<file path="config.mk">
export PLATFORM = sky130hd
export DESIGN_NAME = instr_fetch_queue
export DESIGN_NICKNAME = d
export VERILOG_FILES = /design/src/rtl/instr_fetch_queue.sv
export SDC_FILE = /design/constraint.sdc
export NUM_CORES = 1
export LEC_CHECK = 0
export ABC_AREA = 1
export CORE_MARGIN = 2
export CORE_UTILIZATION = 25
export CTS_CLUSTER_DIAMETER = 50
export DETAILED_ROUTE_END_ITERATION = 8
export HOLD_SLACK_MARGIN = 0.15
export PLACE_DENSITY = 0.45
export SLEW_MARGIN = 5
export SYNTH_ARGS = -nofsm -noshare
export SYNTH_HDL_FRONTEND = slang
export SYNTH_SLANG_ARGS = --single-unit
</file>
<file path="constraint.sdc">
create_clock -name clk -period 4.7 [get_ports clk]
set_input_delay 0.47 -clock clk [delete_from_list [all_inputs] [get_ports clk]]
set_output_delay 0.47 -clock clk [all_outputs]
set_load 0.005 [all_outputs]
</file>
<file path="src/rtl/instr_fetch_queue.sv">
// rtl/instr_fetch_queue.sv - RV32I fetch stage: sequential imem requests, PC-tagged instruction queue, redirect flush
module instr_fetch_queue #(
    parameter int          DEPTH    = 4,
    parameter logic [31:0] RESET_PC = 32'h0000_0000
) (
    input  logic        clk,
    input  logic        rst,
    input  logic        redirect_valid,
    input  logic [31:0] redirect_pc,
    output logic        imem_req_valid,
    input  logic        imem_req_ready,
    output logic [31:0] imem_req_addr,
    input  logic        imem_rsp_valid,
    input  logic [31:0] imem_rsp_data,
    output logic        instr_valid,
    input  logic        instr_ready,
    output logic [31:0] instr,
    output logic [31:0] instr_pc
);

    // Counters must hold the value DEPTH itself, pointers only index entries.
    localparam int              CW      = $clog2(DEPTH + 1);
    localparam int              PW      = $clog2(DEPTH);
    localparam logic [CW:0]     DEPTH_W = (CW + 1)'(DEPTH);
    localparam logic [CW-1:0]   CNT_ONE = CW'(1);
    localparam logic [PW-1:0]   PTR_ONE = PW'(1);

    // Architectural state.
    logic [31:0]   fetch_pc;
    logic [31:0]   rsp_pc;
    logic [CW-1:0] count;
    logic [CW-1:0] outstanding;
    logic [CW-1:0] drop_cnt;
    logic [PW-1:0] rd_ptr;
    logic [PW-1:0] wr_ptr;
    logic [31:0]   pc_mem   [DEPTH];
    logic [31:0]   word_mem [DEPTH];

    // Per-cycle events.
    logic [CW:0]   in_flight;
    logic          req_fire;
    logic          rsp_keep;
    logic          pop;
    logic [CW-1:0] req_inc;
    logic [CW-1:0] rsp_dec;
    logic [31:0]   redirect_target;

    // Issue/dequeue handshakes; a slot is reserved for every request so responses never overflow.
    always_comb begin
        in_flight       = {1'b0, count} + {1'b0, outstanding};
        redirect_target = {redirect_pc[31:2], 2'b00};

        imem_req_valid  = !rst && !redirect_valid && (in_flight < DEPTH_W);
        imem_req_addr   = fetch_pc;
        req_fire        = imem_req_valid && imem_req_ready;

        // Responses in the redirect cycle belong to the old path and are never kept.
        rsp_keep        = imem_rsp_valid && !redirect_valid && (drop_cnt == '0);

        instr_valid     = (count != '0) && !redirect_valid;
        instr           = (count != '0) ? word_mem[rd_ptr] : 32'h0000_0000;
        instr_pc        = (count != '0) ? pc_mem[rd_ptr]   : 32'h0000_0000;
        pop             = instr_valid && instr_ready;

        req_inc         = CW'(req_fire);
        rsp_dec         = CW'(imem_rsp_valid);
    end

    // Control state: reset, then redirect flush, then normal fetch/response/pop bookkeeping.
    always_ff @(posedge clk) begin
        if (rst) begin
            fetch_pc    <= RESET_PC;
            rsp_pc      <= RESET_PC;
            count       <= '0;
            outstanding <= '0;
            drop_cnt    <= '0;
            rd_ptr      <= '0;
            wr_ptr      <= '0;
        end else begin
            // Every response retires one outstanding request, kept or dropped.
            outstanding <= outstanding + req_inc - rsp_dec;

            if (redirect_valid) begin
                // Everything still owed by memory after this cycle is old-path and must be dropped.
                fetch_pc <= redirect_target;
                rsp_pc   <= redirect_target;
                count    <= '0;
                rd_ptr   <= '0;
                wr_ptr   <= '0;
                drop_cnt <= outstanding - rsp_dec;
            end else begin
                if (req_fire) begin
                    fetch_pc <= fetch_pc + 32'd4;
                end

                // Kept responses arrive in request order, so their PC simply advances by one word.
                if (rsp_keep) begin
                    wr_ptr <= wr_ptr + PTR_ONE;
                    rsp_pc <= rsp_pc + 32'd4;
                end

                if (imem_rsp_valid && (drop_cnt != '0)) begin
                    drop_cnt <= drop_cnt - CNT_ONE;
                end

                if (pop) begin
                    rd_ptr <= rd_ptr + PTR_ONE;
                end

                count <= count + CW'(rsp_keep) - CW'(pop);
            end
        end
    end

    // Queue storage: {pc, word} written at the tail for each kept response.
    always_ff @(posedge clk) begin
        if (!rst && rsp_keep) begin
            pc_mem[wr_ptr]   <= rsp_pc;
            word_mem[wr_ptr] <= imem_rsp_data;
        end
    end

    // Memory must never answer more requests than were issued.
    always_ff @(posedge clk) begin
        if (!rst) begin
            assert (!(imem_rsp_valid && (outstanding == '0)));
        end
    end

endmodule

</file>
==> flow_metrics.tcl, run 1 <==
set metrics [dict create \
    cts_root_buf "clkbuf_16" \
    syn2layout_area_growth_pct 26.52 \
    status "finished clean" \
    fillers 5964 \
    synth.area.mux_share 0 \
    worstHoldEndpoint "wr_ptr[0]" \
    slew_violations 0 \
    setup_violations 0 \
    hold_viol 0 \
    syn_avg_cell_area_um2 9.323 \
    die_x_um 245.7 \
    synth_cell_type_count 43 \
    slew_headroom 0.3293 \
    cap_violations 0 \
    fmax_ghz 0.2870 \
    netlist_area_um2 14600 \
    drt-initial-drc-count 596 \
    ioPinCount 168 \
    fin_crit_ns 3.484 \
    post-place-cells 2440 \
    antenna_cells 0 \
    cellPowerDensity_nw_per_um2 380.7 \
    grt.overflow.total 0 \
    numPortBuffers 161 \
    worst-r2r-cell-count 12 \
    final_common_cell "nor2_1" \
    cp.required_ns 4.23 \
    core_area_um2 57700 \
    start_util 0.2531 \
    crit_path_end_kind "output port" \
    most-common-layout-cells "nor2_1 (338), nand2_1 (248), edfxtp_1 (248)" \
    drc 0 \
    vias 11140 \
    path_class "flip-flop to output port" \
    r2r_slack_ns 1.88 \
    grt_pass1_wl_um 64050 \
    synth_xor_area_frac 0.007798 \
    cts.clk_slew.worst_paths_ns 0.06 \
    r2r-start "drop_cnt[0]" \
    synth_compound_gate_area_share 0.1081 \
    fin_cells 2517 \
    grt_setup_unrepaired "false" \
    ys_ff_latch 323 \
    crit_fanout 42 \
    synth_cells 1566 \
    gr-usage-all-layers 0.1391 \
    drive_gt1_frac 0.06621 \
    htree_levels 2 \
    numCtsBuffers 42 \
    cellLeakagePower_nw 6.556 \
    hold_start "rst" \
    finalSetupTns_ns 0 \
    post_cts_resized 0 \
    whs_path_depth 4 \
    die_h_um 245.7 \
    cts.path.max_buffers 3 \
    irDropWorstVdd_v 0.0002224 \
    dp_hpwl_um 25900 \
    detail-route-antenna-nets 0 \
    placementRows 88 \
    worstMarginPinSlew_ns 1.005 \
    viasPerCell 4.425 \
    synth_top_family_by_area "simple AND/OR/NAND/NOR gates" \
    drt-wirelength-per-cell_um 16.83 \
    synthAdderAreaFrac 0.01645 \
    totalWireLength_um 42350 \
    arrival_ns 3.01 \
    gp_congestion 0.7985 \
    hp-class "primary input to flip-flop" \
    antenna_found_initial 0 \
    post-route-period-util 0.7413 \
    ctsHoldBuffers 0 \
    start_kind "flip-flop" \
    cts_tree "built" \
    finClkSkew_ns 0.01569 \
    post-cts-setup-buffers 0 \
    die_area_um2 60350 \
    grt_pass1_vias 10840 \
    clock-sinks 323 \
    r2r_end "count[2]" \
    synth_warnings 0 \
    fin_nets 1807 \
    yosys.area_share.simple 0.1992 \
    firstDrtPassIters 4 \
    clk-insertion-delay-late_ns 0.57 \
    grt_max_degree 63 \
    yosysSeqAreaShare 0.6129 \
]
logic make-up (layout without fill, tap and decap cells):
group,count (synthesis),in the layout
other,1,4
AND/OR/NAND/NOR,707,707
buffers and inverters,198,381
adder cells (fa/ha/maj),18,18
XOR/XNOR,13,13
AO/OA/AOI/OAI,306,306
flip-flops,323,323
worst max-delay path by stage:
stage / to / slack [ns] / depth (start not counted)
2_1_floorplan: pc_mem[0][10] / 0.52 / 6
3_3_place_gp: count[2] / 1.36 / 11
3_5_place_dp: count[2] / 1.37 / 11
4_1_cts: instr[18] / 1.07 / 6
5_1_grt: instr_pc[14] / 0.91 / 6
6_report: instr_pc[19] / 1.22 / 6
sequential cells by signal, summed over array words and instances, names as in the netlist, named ones only:
register	flops
rd_ptr	2
imem_req_addr	30
wr_ptr	2
outstanding	3
drop_cnt	3
pc_mem	120
count	3
rsp_pc	30
word_mem	128
critical path: stages, from the launching register on:
cell	delay (ns)
dfxtp_2	0.33
clkinv_2	0.61
buf_4	0.51
nor2_1	0.12
o21ai_0	0.08
a21oi_1	0.16
clkdlybuf4s50_1	0.62
power breakdown:
part	total, W	internal, W	leakage [nW]	switching, W
logic	0.000498	0.000212	2.98	0.000286
clock network	0.00329	0.00199	0.690	0.00130
registers	0.00324	0.00315	2.88	0.0000922
Yosys cell counts, drive strengths merged:
master | count | share of area
o221ai | 1 | 0.00060
o2111ai | 1 | 0.00060
a21oi | 115 | 0.039
a31oi | 7 | 0.0030
o21ai | 170 | 0.058
nand3b | 3 | 0.0015
conb | 1 | 0.00026
edfxtp | 248 | 0.51
o22ai | 1 | 0.00043
o31ai | 2 | 0.0010
clkinv | 3 | 0.00086
nor3 | 3 | 0.0014
inv | 126 | 0.032
nand4 | 7 | 0.0030
clkbuf | 40 | 0.010
fa | 2 | 0.0027
and2 | 2 | 0.00086
o2bb2ai | 1 | 0.00060
xor2 | 9 | 0.0054
nor2 | 355 | 0.096
dfxtp | 75 | 0.10
o21bai | 5 | 0.0026
o211ai | 3 | 0.0015
or2 | 3 | 0.0013
nand2 | 254 | 0.067
nand3 | 80 | 0.028
buf | 29 | 0.012
ha | 16 | 0.014
xnor2 | 4 | 0.0024
final cells by class:
cell class / count / area, µm² / area share
well taps: 765 / 957.2 / 0.05182
repair buffers: 175 / 1757 / 0.09510
inverters: 129 / 486.7 / 0.02635
flip-flops and latches: 323 / 8954 / 0.4847
clock inverters: 28 / 319.1 / 0.01727
clock buffers: 49 / 1109 / 0.06001
multi-input cells: 1048 / 4891 / 0.2648
layer usage:
| layer | track usage | routed length (µm) |
|---|---|---|
| met5 | 0 | 0 |
| met4 | 0.04064 | 792 |
| met3 | 0.02685 | 2520 |
| met2 | 0.2306 | 19590 |
| met1 | 0.1838 | 19450 |
metrics by stage:
stage | worst slack [ns] | cell area (µm²) | util | total power, W | hold WS (ns)
after floorplan | 0.5173 | 14610 | - | 0.003532 | 0.4356
after global placement | 1.356 | 17050 | 0.2954 | 0.003802 | 0.4511
after detailed placement | 1.373 | 17050 | 0.2954 | 0.003807 | 0.4508
after CTS | 1.071 | 18470 | 0.3202 | 0.007146 | 0.2644
after global routing | 0.9098 | 18470 | 0.3202 | 0.007309 | 0.3225
final | 1.216 | 18470 | 0.3202 | 0.007032 | 0.3065
No activity file was read; power rests on OpenSTA's default activity.
==> run 2, diff against run 1 <==
--- a/config.mk
+++ b/config.mk
@@ -11,7 +11,7 @@
 export CTS_CLUSTER_DIAMETER = 50
 export DETAILED_ROUTE_END_ITERATION = 8
 export HOLD_SLACK_MARGIN = 0.15
-export PLACE_DENSITY = 0.45
+export PLACE_DENSITY = 0.46
 export SLEW_MARGIN = 5
 export SYNTH_ARGS = -nofsm -noshare
 export SYNTH_HDL_FRONTEND = slang
==> constraint.sdc (replaced) <==
create_clock -name clk -period 2.85 [get_ports clk]
set_input_delay 0.285 -clock clk [delete_from_list [all_inputs] [get_ports clk]]
set_output_delay 0.285 -clock clk [all_outputs]
set_load 0.005 [all_outputs]
==> run 2 against run 1 <==
Design area up 1.1%. Total power up 61%. Sequential power up 65%. Wire length up 1.0%. Combinational power up 71%. Register-to-register slack worse by 1.4 ns.
==> flow_metrics.tcl, run 2 (same netlist as run 1, synthesis figures left out) <==
set metrics [dict create \
    worstMarginPinSlew_ns 0.5073 \
    grt.overflow.total 0 \
    drc 0 \
    die_h_um 245.7 \
    setup_violations 0 \
    antenna_found_initial 0 \
    dp_hpwl_um 27240 \
    fin_nets 1826 \
    detail-route-antenna-nets 0 \
    drt-initial-drc-count 639 \
    start_kind "flip-flop" \
    ioPinCount 168 \
    grt_max_degree 79 \
    vias 11270 \
    hp-class "primary input to flip-flop" \
    firstDrtPassIters 5 \
    arrival_ns 2.39 \
    drive_gt1_frac 0.07292 \
    antenna_cells 0 \
    top_regs "word_mem x128, pc_mem x120" \
    grt_pass1_vias 11190 \
    numCtsBuffers 40 \
    p_total_w 0.01133 \
    crit_fanout 78 \
    htree_levels 2 \
    cts.path.max_buffers 3 \
    cp.required_ns 2.57 \
    clk-insertion-delay-late_ns 0.55 \
    syn2layout_area_growth_pct 27.89 \
    slew_violations 0 \
    worst-r2r-cell-count 13 \
    r2r_end "outstanding[2]" \
    cap_violations 0 \
    status "finished clean" \
    r2r-start "outstanding[1]" \
    fin_crit_ns 2.673 \
    ctsHoldBuffers 0 \
    finClkSkew_ns 0.01344 \
    cts_root_buf "clkbuf_16" \
    clock-sinks 323 \
    start_util 0.2531 \
    placementRows 88 \
    finalSetupTns_ns 0 \
    die_area_um2 60350 \
    most-common-layout-cells "nor2_1 (338), nand2_1 (248), edfxtp_1 (248)" \
    irDropWorstVdd_v 0.0003488 \
    top_register "word_mem" \
    cp-endpoint "instr[22]" \
    cts_tree "built" \
    final_common_cell "nor2_1" \
    grt_pass1_wl_um 66140 \
    cellPowerDensity_nw_per_um2 606.7 \
    cts.clk_slew.worst_paths_ns 0.06 \
    core_area_um2 57700 \
    grt_setup_unrepaired "false" \
    crit_path_end_kind "output port" \
    drt-wirelength-per-cell_um 16.88 \
    totalWireLength_um 42790 \
    gr-usage-all-layers 0.1427 \
    gp_congestion 0.8403 \
    die_x_um 245.7 \
    hold_viol 0 \
    fmax_ghz 0.3741 \
    numPortBuffers 161 \
    cellLeakagePower_nw 6.703 \
    viasPerCell 4.446 \
    path_class "flip-flop to output port" \
    post-route-period-util 0.9380 \
    largest_reg_flops 128 \
    r2r_slack_ns 0.50 \
    hold_start "redirect_valid" \
    slew_headroom 0.6614 \
]
## run 2: changes by cell type in the layout (fill, tap and decap cells not counted), moves of 3 or more
cell	change
a21oi_1	-3
a21oi_2	+3
buf_12	+8
buf_4	+10
clkbuf_1	+3
clkinv_1	+3
clkinv_2	-6
dlymetal6s2s_1	+3
## run 2: cell type report
type | count | area, µm²
Clock buffer | 50 | 1070
Clock inverter | 23 | 266.5
Fill cell | 5908 | 39020
Inverter | 129 | 485.5
Multi-Input combinational cell | 1048 | 4902
Sequential cell | 323 | 8954
Tap cell | 765 | 957.2
Timing Repair Buffer | 196 | 2038
## run 2: critical path: stages, from the launching register on
cell	delay (ns)
dfxtp_4	0.40
inv_2	0.12
buf_12	0.30
o21ai_0	0.14
a21oi_1	0.28
clkdlybuf4s50_1	0.56
## run 2: metrics by stage
step | utilization | instance area (µm²) | setup slack, ns | hold slack [ns] | instances
floorplan | - | 14620 | -0.2048 | 0.3839 | 1569
global placement | 0.2997 | 17290 | 0.1911 | 0.4521 | 2459
detailed placement | 0.2997 | 17290 | 0.2510 | 0.4566 | 2459
CTS | 0.3231 | 18640 | 0.01694 | 0.2684 | 2533
global route | 0.3236 | 18670 | 0.007750 | 0.3045 | 2534
finish | 0.3236 | 18670 | 0.1767 | 0.2898 | 2534
## run 2: timing repair
action                                  CTS  global route
endpoints found under the setup margin   11            10
resized for setup                         1             7
gates cloned                              0             0
setup buffers                             1             1
## run 2: power breakdown
part / total, W / leakage, nW / internal (W) / switching, W
Sequential: 0.00534 / 2.88 / 0.00520 / 0.000149
Combinational: 0.000851 / 3.18 / 0.000372 / 0.000479
Clock: 0.00513 / 0.638 / 0.00314 / 0.00199
## run 2: worst min-delay path by stage
stage / end / slack, ns / depth (start not counted)
6_report: wr_ptr[1] / 0.29 / 4
5_1_grt: wr_ptr[1] / 0.30 / 4
4_1_cts: wr_ptr[1] / 0.27 / 4
3_5_place_dp: flip-flop / 0.46 / 2
3_3_place_gp: flip-flop / 0.45 / 2
2_1_floorplan: word_mem[0][0] / 0.38 / 0
## run 2: per-layer routing
metal  part of all wire  up-vias  global-route usage
met2               0.45      299              0.2246
met1               0.47     5297              0.1936
met4              0.022        0             0.04064
met5                  0        -                   0
li1                   -     5602                   -
met3              0.061       68             0.03536
==> run 3, diff against run 2 <==
--- a/config.mk
+++ b/config.mk
@@ -6,10 +6,13 @@
 export NUM_CORES = 1
 export LEC_CHECK = 0
 export ABC_AREA = 1
+export CAP_MARGIN = 30
 export CORE_MARGIN = 2
 export CORE_UTILIZATION = 25
+export CTS_BUF_LIST = sky130_fd_sc_hd__clkbuf_2 sky130_fd_sc_hd__clkbuf_4 sky130_fd_sc_hd__clkbuf_8
 export CTS_CLUSTER_DIAMETER = 50
 export DETAILED_ROUTE_END_ITERATION = 8
+export GPL_ROUTABILITY_DRIVEN = 0
 export HOLD_SLACK_MARGIN = 0.15
 export PLACE_DENSITY = 0.46
 export SLEW_MARGIN = 5
==> run 3 against run 2 <==
Maximum frequency decreased by 1.4%. Sequential cell count unchanged. Clock skew increased by 0.016 ns. Critical endpoint is now instr_pc[19]. Clock power decreased by 14%. Largest power group unchanged. Largest cell class unchanged. Wire length increased by 1.8%.
==> flow_metrics.tcl, run 3 (same netlist as run 1, synthesis figures left out) <==
set metrics [dict create \
    fmax_ghz 0.3690 \
    r2r_end "outstanding[2]" \
    critical-path-slowest-cell "clkdlybuf4s50_1" \
    timing.hold.ws_ns 0.2070 \
    die_h_um 245.7 \
    die_x_um 245.7 \
    hold_viol 0 \
    p_total_w 0.01064 \
    r2r_slack_ns 0.49 \
    cp.required_ns 2.57 \
    gr-usage-all-layers 0.1439 \
    worst-r2r-cell-count 13 \
    syn2layout_area_growth_pct 27.17 \
    fillers 5960 \
    most-common-layout-cells "nor2_1 (338), nand2_1 (248), edfxtp_1 (248)" \
    cap_violations 0 \
    cts_root_buf "clkbuf_8" \
    crit_path_end_kind "output port" \
    top_register "word_mem" \
    drc 0 \
    final_common_cell "nor2_1" \
    antenna_cells 0 \
    fin_crit_ns 2.710 \
    slew_violations 0 \
    ioPinCount 168 \
    crit_family "buffers and inverters" \
    drt-wirelength-per-cell_um 16.99 \
    setup_violations 0 \
    multi_input_area_um2 4932 \
    cp-endpoint "instr_pc[19]" \
    drive_gt1_frac 0.09455 \
    largest_reg_flops 128 \
    die_area_um2 60350 \
    hp-class "primary input to flip-flop" \
    cts.path.max_buffers 3 \
    worstMarginPinSlew_ns 0.5144 \
    placementRows 88 \
    start_kind "flip-flop" \
    vias 11330 \
    irDropWorstVdd_v 0.0003030 \
    firstDrtPassIters 4 \
    path_class "flip-flop to output port" \
    drt-initial-drc-count 663 \
    status "finished clean" \
    cp_num_buf_inv 2 \
    detail-route-antenna-nets 0 \
    cellPowerDensity_nw_per_um2 572.8 \
    fin_area_um2 18570 \
    crit_fanout 40 \
    seqCellArea_um2 8954 \
    cellLeakagePower_nw 6.715 \
    htree_levels 2 \
    post-place-cells 2459 \
    crit_chain "buf_12 -> nor2_1 -> nor2_1 -> o21ai_0 -> a21oi_1 -> clkdlybuf4s50_1" \
    grt_setup_unrepaired "true" \
    viasPerCell 4.420 \
    place_area_um2 17290 \
    core_area_um2 57700 \
    start_util 0.2531 \
    clk-insertion-delay-late_ns 0.64 \
    r2r-start "outstanding[1]" \
    cts_tree "built" \
    clock-sinks 323 \
    grt_max_degree 79 \
    slew_headroom 0.6567 \
    totalWireLength_um 43550 \
    finClkSkew_ns 0.02940 \
    grt_pass1_wl_um 66900 \
    arrival_ns 2.43 \
    dp_hpwl_um 27240 \
    antenna_found_initial 0 \
    cts.clk_slew.worst_paths_ns 0.06 \
    post-route-period-util 0.9509 \
    slowest_delay_ns 0.62 \
    fin_cells 2563 \
    fin_nets 1842 \
    top_regs "word_mem x128, pc_mem x120" \
    numPortBuffers 161 \
    finalSetupTns_ns 0 \
    grt.overflow.total 0 \
    cpMostUsedCell "nor2_1" \
    grt_pass1_vias 11410 \
    cp_num_cells 6 \
    numCtsBuffers 55 \
]
-- run 3: changes by cell type in the layout (fill, tap and decap cells not counted), sizes merged --
| cell | delta |
|---|---|
| bufinv | -1 |
| clkbuf | +26 |
| dlymetal6s2s | +1 |
| clkinv | +11 |
| clkdlybuf4s50 | -2 |
| clkinvlp | -2 |
| inv | -6 |
| dlygate4sd2 | +1 |
| buf | +1 |
-- run 3: final cells by class --
cell class                      count  area share
Clock buffer                       76     0.04994
Clock inverter                     25     0.01287
Inverter                          129     0.02628
Multi-Input combinational cell   1048      0.2657
Sequential cell                   323      0.4822
Tap cell                          765     0.05155
Timing Repair Buffer              197      0.1115
-- run 3: how the worst min path moves through the flow --
| stage | endpoint | depth (start not counted) | startpoint | slack [ns] |
|---|---|---|---|---|
| global route | wr_ptr[1] | 4 | redirect_valid | 0.20 |
| CTS | wr_ptr[1] | 4 | redirect_valid | 0.18 |
| global placement | flip-flop | 2 | rd_ptr[1] | 0.45 |
| detailed placement | flip-flop | 2 | rd_ptr[1] | 0.46 |
| finish | wr_ptr[1] | 4 | redirect_valid | 0.21 |
| floorplan | word_mem[0][0] | 0 | imem_rsp_data[0] | 0.38 |
-- run 3: where the power goes --
group / switching, W / internal (W) / total (W)
clock: 0.00195 / 0.00248 / 0.00443
sequential: 0.000150 / 0.00520 / 0.00535
combinational: 0.000483 / 0.000373 / 0.000856
total: 0.00259 / 0.00805 / 0.0106
-- run 3: timing repair --
item / in CTS / in global routing
setup buffers: 1 / 1
hold buffers: 0 / 0
pin swaps: 1 / 3
setup endpoints to repair: 34 / 29
hold endpoints to repair: 0 / 0
gates cloned: 0 / 1
resized for setup: 12 / 9
-- run 3: metal layers --
| layer | GRT usage | up-vias | wire length [µm] |
|---|---|---|---|
| li1 | - | 5628 | - |
| met1 | 0.1946 | 5345 | 20560 |
| met2 | 0.2268 | 291 | 19420 |
| met3 | 0.03700 | 65 | 2643 |
| met4 | 0.04011 | 0 | 926 |
| met5 | 0 | - | 0 |
-- run 3: worst reg2reg max path, delay by kind of cell, from the launching register on --
kind                       cells  cell delay (ns)
and+or+nand+nor                4             0.33
adders and majority gates      4             1.03
DFF                            1             0.42
buffers and inverters          2             0.10
AOI/OAI and AO/OA              2             0.21
xor gates and xnor gates       1             0.16
-- run 3: through the flow --
| step | utilization | worst slack (ns) |
|---|---|---|
| final | 0.3218 | 0.1399 |
| after global placement | 0.2997 | 0.1911 |
| after CTS | 0.3209 | -0.003586 |
| after global routing | 0.3218 | -0.05581 |
| after detailed placement | 0.2997 | 0.2510 |
| after floorplan | - | -0.2048 |
